==> config.mk <==
export PLATFORM = sky130hd
export DESIGN_NAME = irq_grant_dispatcher
export DESIGN_NICKNAME = d
export VERILOG_FILES = /design/src/rtl/irq_grant_dispatcher.sv
export SDC_FILE = /design/constraint.sdc
export NUM_CORES = 1
export LEC_CHECK = 0
export ABC_AREA = 1
export CORE_MARGIN = 8
export CORE_UTILIZATION = 50
export CTS_CLUSTER_DIAMETER = 200
export DETAILED_ROUTE_END_ITERATION = 8
export PLACE_DENSITY = 0.95
export SLEW_MARGIN = 30
export SYNTH_ARGS = -nofsm -noshare
export SYNTH_HDL_FRONTEND = slang
export SYNTH_SLANG_ARGS = --single-unit
export TNS_END_PERCENT = 20
==> constraint.sdc <==
create_clock -name clk -period 3.66 [get_ports clk]
set_input_delay 0.732 -clock clk [delete_from_list [all_inputs] [get_ports clk]]
set_output_delay 0.732 -clock clk [all_outputs]
set_load 0.005 [all_outputs]
==> src/rtl/irq_grant_dispatcher.sv <==
// Purpose: sequential back end for a 27-channel (3 groups x 9 channels) combinational priority resolver.
// Latency: request to irq_valid is 3+SETTLE cycles minimum; IDLE is revisited between vectors (4+SETTLE per vector).
// Backpressure: irq_valid/irq_id hold in PRESENT until irq_ready; new requests only accumulate in pend meanwhile.
//
// Ports:
//   clk, rst_n          clock, asynchronous active-low reset
//   en                  dispatch enable (pending accumulates regardless)
//   irq_req[26:0]       level requests, bit g*9+c = group g channel c
//   pend[26:0]          registered pending vector, feeds the resolver
//   res_grp[2:0]        resolver one-hot winning group (0 = none)
//   res_chan[3:0]       resolver winning channel within the group
//   irq_valid, irq_id   CPU vector {grp[1:0], chan[3:0]}, handshake with irq_ready
//   irq_ack[26:0]       one-cycle one-hot acknowledge to the winning source
//   err                 sticky illegal-resolver-result flag
module irq_grant_dispatcher #(
  parameter int NGRP   = 3,
  parameter int NCHAN  = 9,
  parameter int SETTLE = 1
) (
  input  logic                  clk,
  input  logic                  rst_n,
  input  logic                  en,
  input  logic [NGRP*NCHAN-1:0] irq_req,
  output logic [NGRP*NCHAN-1:0] pend,
  input  logic [NGRP-1:0]       res_grp,
  input  logic [3:0]            res_chan,
  output logic                  irq_valid,
  output logic [5:0]            irq_id,
  input  logic                  irq_ready,
  output logic [NGRP*NCHAN-1:0] irq_ack,
  output logic                  err
);

  localparam int NW = NGRP * NCHAN;

  typedef enum logic [1:0] {
    S_IDLE    = 2'd0,
    S_WAIT    = 2'd1,
    S_PRESENT = 2'd2,
    S_ACK     = 2'd3
  } state_t;

  state_t        state;
  state_t        state_nxt;
  logic [1:0]    cnt;

  // Decoded resolver result and control strobes.
  logic          sample;
  logic [1:0]    grp_bin;
  logic          grp_onehot;
  logic          chan_ok;
  logic [5:0]    tgt_idx;
  logic [NW-1:0] pend_sh;
  logic          vec_ok;
  logic          set_err;
  logic [4:0]    ack_idx;
  logic [NW-1:0] ack_vec;
  logic [NW-1:0] clr;

  // State register
  always_ff @(posedge clk or negedge rst_n) begin
    if (!rst_n) begin
      state <= S_IDLE;
    end else begin
      state <= state_nxt;
    end
  end

  // Next-state logic
  always_comb begin
    state_nxt = state;
    case (state)
      S_IDLE:    if (en && (|pend)) state_nxt = S_WAIT;
      S_WAIT:    if (cnt == 2'd0) state_nxt = vec_ok ? S_PRESENT : S_IDLE;
      S_PRESENT: if (irq_ready) state_nxt = S_ACK;
      S_ACK:     state_nxt = S_IDLE;
      default:   state_nxt = S_IDLE;
    endcase
  end

  // Output / datapath decode
  always_comb begin
    sample  = (state == S_WAIT) && (cnt == 2'd0);

    grp_bin = 2'd0;
    for (int g = 0; g < NGRP; g++) begin
      if (res_grp[g]) grp_bin = grp_bin | 2'(g);
    end
    grp_onehot = (res_grp != '0) && ((res_grp & (res_grp - 1'b1)) == '0);
    chan_ok    = (res_chan < 4'(NCHAN));

    // The resolver's claim must name a bit that is actually pending,
    // otherwise it is reporting a stale or corrupted winner.
    tgt_idx = {4'd0, grp_bin} * 6'(NCHAN) + {2'd0, res_chan};
    pend_sh = pend >> tgt_idx;
    vec_ok  = grp_onehot && chan_ok && pend_sh[0];

    // res_grp==0 is a benign race (pending vanished), not an error.
    set_err = sample && (res_grp != '0) && !vec_ok;

    ack_idx = {3'd0, irq_id[5:4]} * 5'(NCHAN) + {1'b0, irq_id[3:0]};
    ack_vec = NW'(1) << ack_idx;

    // Only the ACK state clears; irq_ack is registered and equals the bit to clear.
    clr = (state == S_ACK) ? irq_ack : '0;
  end

  // Registered outputs and datapath
  always_ff @(posedge clk or negedge rst_n) begin
    if (!rst_n) begin
      pend      <= '0;
      cnt       <= 2'd0;
      irq_valid <= 1'b0;
      irq_id    <= 6'd0;
      irq_ack   <= '0;
      err       <= 1'b0;
    end else begin
      // Clear beats set for the acked bit; a held level re-pends a cycle later.
      pend <= (pend | irq_req) & ~clr;

      if ((state == S_IDLE) && (state_nxt == S_WAIT)) begin
        cnt <= 2'(SETTLE);
      end else if ((state == S_WAIT) && (cnt != 2'd0)) begin
        cnt <= cnt - 2'd1;
      end

      irq_valid <= (state_nxt == S_PRESENT);

      if (sample && vec_ok) begin
        irq_id <= {grp_bin, res_chan};
      end

      irq_ack <= ((state == S_PRESENT) && (state_nxt == S_ACK)) ? ack_vec : '0;

      if (set_err) begin
        err <= 1'b1;
      end
    end
  end

endmodule

==> impl_results.md, run 1 <==
* Status: finished, final reports clean
* Dpl hpwl at 7.94 mm
* Reg-to-Reg Start: irq_id[5]$_DFFE_PN0P_
* First-pass GRT wire length at 16.5 mm
* Initial DRC count at 277
* Commonest non-fill, non-tap cell in the layout: clkdlybuf4s50_1
* DRC Markers at 0
* Post-route clock skew at 0.00896 ns
* Cell area after synthesis at 0.00329 mm^2
* Maxcap violations at 0
* Initial antenna violation count at 0
* Syn nets at 422
* Share of layout cells above drive strength 1 at 0.0947
* Met3 WL at 770 um
* Clk buf depth at 2
* Setup TNS at 0 ns
* CP Launch Point: res_grp[2]
* Startpoint Class: input port
* Site Rows at 29
* CTS tree: yes
* Die H at 97.2 um
* Clock sink total at 66
* Max layer used: met4
* Number of H-tree levels at 3
* Global-route usage over all layers at 0.219
* Postcts setup bufs at 0
* Via/cell ratio at 5.68
* Largest net degree at the start of global routing at 39
* Most frequent cells in the layout: clkdlybuf4s50_1, dfrtp_1, nand2_1
* Worst-path clk slew at 0.08 ns
* TritonCTS buffer count at 9
* DRT antenna net count at 0
* DR WL met2 at 5.37 mm
* Pins Over Slew Limit at 0
* Max IR drop VDD at 0.455 mV
* Met1 WL at 3.77 mm
* Detailed Route WL at 10.3 mm
* Cells after Synth at 370
* Post-layout min period at 3.11 ns
* Post_cts resized at 0
* RSZ-0062 raised after global routing: false
* Cell variety after synth at 37
* PortBufs at 99
* Flop-to-flop setup slack at 1.11 ns
* DIE AREA at 0.00944 mm^2
* Area grow syn2layout at 37.7%
* GRT Residual Overflow at 0
* Sequential share of the synthesized area at 0.502
* Rel. slew slack at 0.370
* Power Dens Cells at 501 mW/mm^2
* Cts hold-fix bufs at 0
* Placed Instance Area at 0.00433 mm^2
* Routability cong. at 0.981
* Starting Density at 0.519
* Setup violators final at 0
* Final period util at 0.850
* Vias at 3134
* Critical-path maximum fanout at 7
* Clock latency on the worst-skew pair at 0.35 ns
* Antenna diodes at 0
* Root Driver: clkbuf_8
* Final instance area at 0.00454 mm^2
* Leak at 1.91 nW
* Worst Tran Pin Value at 0.946 ns
* Pre-Repair DR Iteration Count at 5
* NumNets Final at 522
* Core area at 0.00635 mm^2
* Die W at 97.2 um
* Ys Warns at 0
* Fmax at 321 MHz
* Register bit total from synthesis at 66
* Type of destination of the critical path: flip-flop
* Number of global-route vias before repair at 3181
* Critical path arrival at 3.35 ns
* Crit path kind: in -> reg
* Mapped Avg Cell Area at 8.90 um^2
* Hold Violations, Final at 0
* Drt wl/cell at 18.7 um
* Min-delay worst type: in -> async
* Worst Path Required at 3.90 ns
* Ports at 100
[stage by stage]
stage	power, mW	hold slack [ns]	util	worst slack (ns)	cells
5_1_grt	2.39	0.512	0.714	0.444	552
3_5_place_dp	1.63	0.463	0.682	0.281	536
3_3_place_gp	1.59	0.459	0.682	0.394	536
2_1_floorplan	1.39	0.436	-	1.06	370
4_1_cts	2.26	0.488	0.714	0.608	552
6_report	2.27	0.471	0.714	0.549	552
[final cells by class]
cell class / count / area, um^2
inverters: 52 / 195
well taps: 77 / 96.3
multi-input cells: 240 / 1390
fillers: 409 / 1810
flip-flops and latches: 66 / 1650
clock buffers: 9 / 124
repair buffers: 101 / 1000
clock inverters: 7 / 78.8
[cell usage after synthesis, drive strengths merged]
cell type / n / share of area
o31a: 1 / 0.0027
fa: 2 / 0.012
o21ai: 30 / 0.048
nor2: 34 / 0.039
a31oi: 1 / 0.0019
nand4: 12 / 0.027
buf: 3 / 0.0072
nand2: 62 / 0.074
nor3b: 1 / 0.0023
inv: 52 / 0.059
a21oi: 3 / 0.0091
dfrtp: 66 / 0.50
nand3b: 1 / 0.0023
clkbuf: 9 / 0.010
nor4: 8 / 0.025
nor3: 8 / 0.014
ha: 12 / 0.046
o21a: 1 / 0.0023
nand3: 56 / 0.089
or2: 2 / 0.0038
xor2: 3 / 0.014
xnor2: 3 / 0.010
[registers in the layout (all words and copies together), names as in the netlist]
name       count
cnt            2
err            1
irq_ack       27
irq_id         6
irq_valid      1
pend          27
state          2
[cells by family after synthesis]
| kind of cell | count (synthesis) | synth area share |
|---|---|---|
| xor gates and xnor gates | 6 | 0.0239 |
| AOI/OAI and AO/OA | 36 | 0.0638 |
| and+or+nand+nor | 184 | 0.276 |
| buffers and inverters | 64 | 0.0767 |
| DFF | 66 | 0.502 |
| adders and majority gates | 14 | 0.0578 |
[metal layers]
layer | track usage | up-vias
li1 | - | 1417
met1 | 0.243 | 1509
met2 | 0.383 | 172
met3 | 0.0498 | 36
met4 | 0.107 | 0
met5 | 0 | -
[final timing paths]
path / depth (start not counted) / endpoint
max: 14 / err$_DFFE_PN0P_
min: 1 / pend[18]$_DFF_PN0_
max reg2reg: 8 / irq_ack[20]$_DFF_PN0_
min reg2reg: 2 / err$_DFFE_PN0P_
max in group asynchronous: 2 / pend[23]$_DFF_PN0_
min in group clk: 2 / err$_DFFE_PN0P_
[report_power, final]
part           internal, mW  switching, mW
Clock                 0.319          0.307
Sequential            0.775          0.112
Combinational         0.267          0.493
Total                  1.36          0.911
[worst max-delay path: stages]
cell and delay (ns):
clkdlybuf4s50_1 0.49, ha_1 0.33, ha_1 0.17, inv_1 0.06
fa_1 0.56, inv_1 0.11, nor2_1 0.11, nand2_1 0.07
o21ai_2 0.14, nand2_2 0.10, a21oi_4 0.21, nand2_1 0.10
nand3_1 0.10, nand2_1 0.07
Power figures use the tool's default switching activity.
==> inputs of run 2 (changes only) <==
- PLACE_DENSITY: 0.95 -> 0.83
==> run 2 against run 1 <==
  * Total power increased by 3.0%
  * First-iteration DRC count decreased by 42%
  * Critical path depth unchanged
  * Final cell count unchanged
  * Via count decreased by 2.8%
  * Largest power group unchanged
  * Non-clock buffer count unchanged
  * Combinational power decreased by 2%
  * Count of clock-buffer cells in the layout unchanged
  * Worst setup slack improved by 0.11 ns
  * Die area unchanged
  * Largest cell class unchanged
==> impl_results.md, run 2 (same netlist as run 1, synthesis figures left out) <==
* CP peak stage delay at 0.55 ns (about the same)
* CTS tree: yes
* Post-layout min period at 3.00 ns (-0.107 ns)
* Worst Path Required at 3.89 ns (about the same)
* NumNets Final at 522 (unchanged)
* Share of layout cells above drive strength 1 at 0.0947 (unchanged)
* Detailed Route WL at 9.79 mm (-5.3%)
* Die W at 97.2 um (unchanged)
* Pins Over Slew Limit at 0 (unchanged)
* Critical path arrival at 3.23 ns (-0.12 ns)
* Leak at 1.93 nW (+1.2%)
* Via/cell ratio at 5.52 (-2.8%)
* Hold WS at 0.307 ns (-0.164 ns)
* Final period util at 0.821 (-0.0293)
* Dpl ws at 0.318 ns (+0.0368 ns)
* GRT Residual Overflow at 0 (unchanged)
* Post_cts resized at 0 (unchanged)
* Critical-path maximum fanout at 8 (+1)
* CP Cell Sequence: clkdlybuf4s50_1 -> ha_1 -> ha_1 -> inv_1 -> fa_1 -> inv_1 -> nor2_1 -> nand2_1 -> o21ai_2 -> nand2_2 -> nand2_2 -> nand4_4 -> nand2_1 -> nand2_1
* Site Rows at 29 (unchanged)
* Dpl hpwl at 7.82 mm (-1.5%)
* Die H at 97.2 um (unchanged)
* Vias at 3045 (-2.8%)
* Power Dens Cells at 513 mW/mm^2 (+2.3%)
* Crit path kind: in -> reg
* Global-route usage over all layers at 0.208 (-0.0111)
* Root Driver: clkbuf_8
* DP Cell Count at 536 (unchanged)
* Area grow syn2layout at 38.6%
* Status: finished, final reports clean
* DRC Markers at 0 (unchanged)
* Drt wl/cell at 17.7 um (-5.3%)
* Number of global-route vias before repair at 3100 (-2.5%)
* Initial antenna violation count at 0 (unchanged)
* Max IR drop VDD at 0.372 mV (-18%)
* Final WS setup at 0.656 ns (+0.107 ns)
* Setup violators final at 0 (unchanged)
* Pre-Repair DR Iteration Count at 5 (unchanged)
* Antenna diodes at 0 (unchanged)
* CP Buf/Inv Count at 3 (unchanged)
* Most frequent cells in the layout: clkdlybuf4s50_1, dfrtp_1, nand2_1
* Overall Power at 2.34 mW (+3.0%)
* Maxcap violations at 0 (unchanged)
* Largest net degree at the start of global routing at 33 (-15%)
* Startpoint Class: input port
* Clock sink total at 66 (unchanged)
* Number of H-tree levels at 3 (unchanged)
* Rel. slew slack at 0.388 (+0.0188)
* Core area at 0.00635 mm^2 (unchanged)
* Starting Density at 0.519 (unchanged)
* CP delay by family, top: adder cells
* Post-route clock skew at 0.0126 ns (+0.00360 ns)
* Worst-path clk slew at 0.08 ns (about the same)
* Clk buf depth at 2 (unchanged)
* Routability cong. at 0.915 (-6.8%)
* DIE AREA at 0.00944 mm^2 (unchanged)
* Worst Tran Pin Value at 0.917 ns (-0.0282 ns)
* Min-delay worst type: in -> async
* Area of the multi-input gates at 0.00139 mm^2 (unchanged)
* TritonCTS buffer count at 9 (unchanged)
* First-pass GRT wire length at 15.9 mm (-3.6%)
* Type of destination of the critical path: flip-flop
* RSZ-0062 raised after global routing: false
* Initial DRC count at 162 (-42%)
* Clock latency on the worst-skew pair at 0.35 ns (about the same)
* Fill cell count at 463 (+13%)
* Top Registers: irq_ack x27, pend x27, irq_id x6
* Storage cell area at 0.00165 mm^2 (unchanged)
* Hold Violations, Final at 0 (unchanged)
* Setup TNS at 0 ns (unchanged)
* Commonest non-fill, non-tap cell in the layout: clkdlybuf4s50_1
* Fmax at 333 MHz (+3.6%)
* DRT antenna net count at 0 (unchanged)
* Cts hold-fix bufs at 0 (unchanged)
* CP most frequent cell: nand2_1
* Postcts setup bufs at 0 (unchanged)
* Final non-filler cell total at 552 (unchanged)
* Slowest stage cell, crit path: fa_1
* PortBufs at 99 (unchanged)
* Ports at 100 (unchanged)
-- run 2: changes by cell type in the layout (fill, tap and decap cells not counted) --
cell	before	now
clkinv_4	2	0
clkinvlp_4	3	1
inv_8	0	2
bufinv_16	1	2
inv_6	1	2
-- run 2: layer usage --
| metal | global-route usage | vias up | part of all wire |
|---|---|---|---|
| met5 | 0 | - | 0 |
| met4 | 0.0852 | 0 | 0.027 |
| met3 | 0.0462 | 27 | 0.066 |
| met2 | 0.362 | 130 | 0.52 |
| met1 | 0.239 | 1469 | 0.39 |
| li1 | - | 1419 | - |
-- run 2: final timing paths --
check	to	startpoint	slack (ns)	cells past startpoint
min in group clk	err$_DFFE_PN0P_	err$_DFFE_PN0P_	0.49	2
setup / recovery	irq_id[2]$_DFFE_PN0P_	res_grp[2]	0.66	14
setup reg to reg	irq_ack[20]$_DFF_PN0_	irq_id[5]$_DFFE_PN0P_	1.20	8
hold reg to reg	err$_DFFE_PN0P_	err$_DFFE_PN0P_	0.49	2
hold / removal	pend[13]$_DFF_PN0_	rst_n	0.31	1
max in group asynchronous	irq_ack[3]$_DFF_PN0_	rst_n	2.66	2
-- run 2: final cells by class --
type | instances | area share
multi-input cells | 240 | 0.304
flip-flops and latches | 66 | 0.362
well taps | 77 | 0.0211
repair buffers | 101 | 0.219
clock buffers | 9 | 0.0271
inverters | 52 | 0.0428
clock inverters | 7 | 0.0236
-- run 2: power by group --
part	total (mW)	switching [mW]	internal, mW
clock network	0.711	0.313	0.397
registers	0.884	0.109	0.775
logic	0.746	0.479	0.267
-- run 2: stage by stage --
stage / cell area [um^2] / util
2_1_floorplan: 3290 / -
3_3_place_gp: 4330 / 0.682
3_5_place_dp: 4330 / 0.682
4_1_cts: 4560 / 0.719
5_1_grt: 4560 / 0.719
6_report: 4560 / 0.719
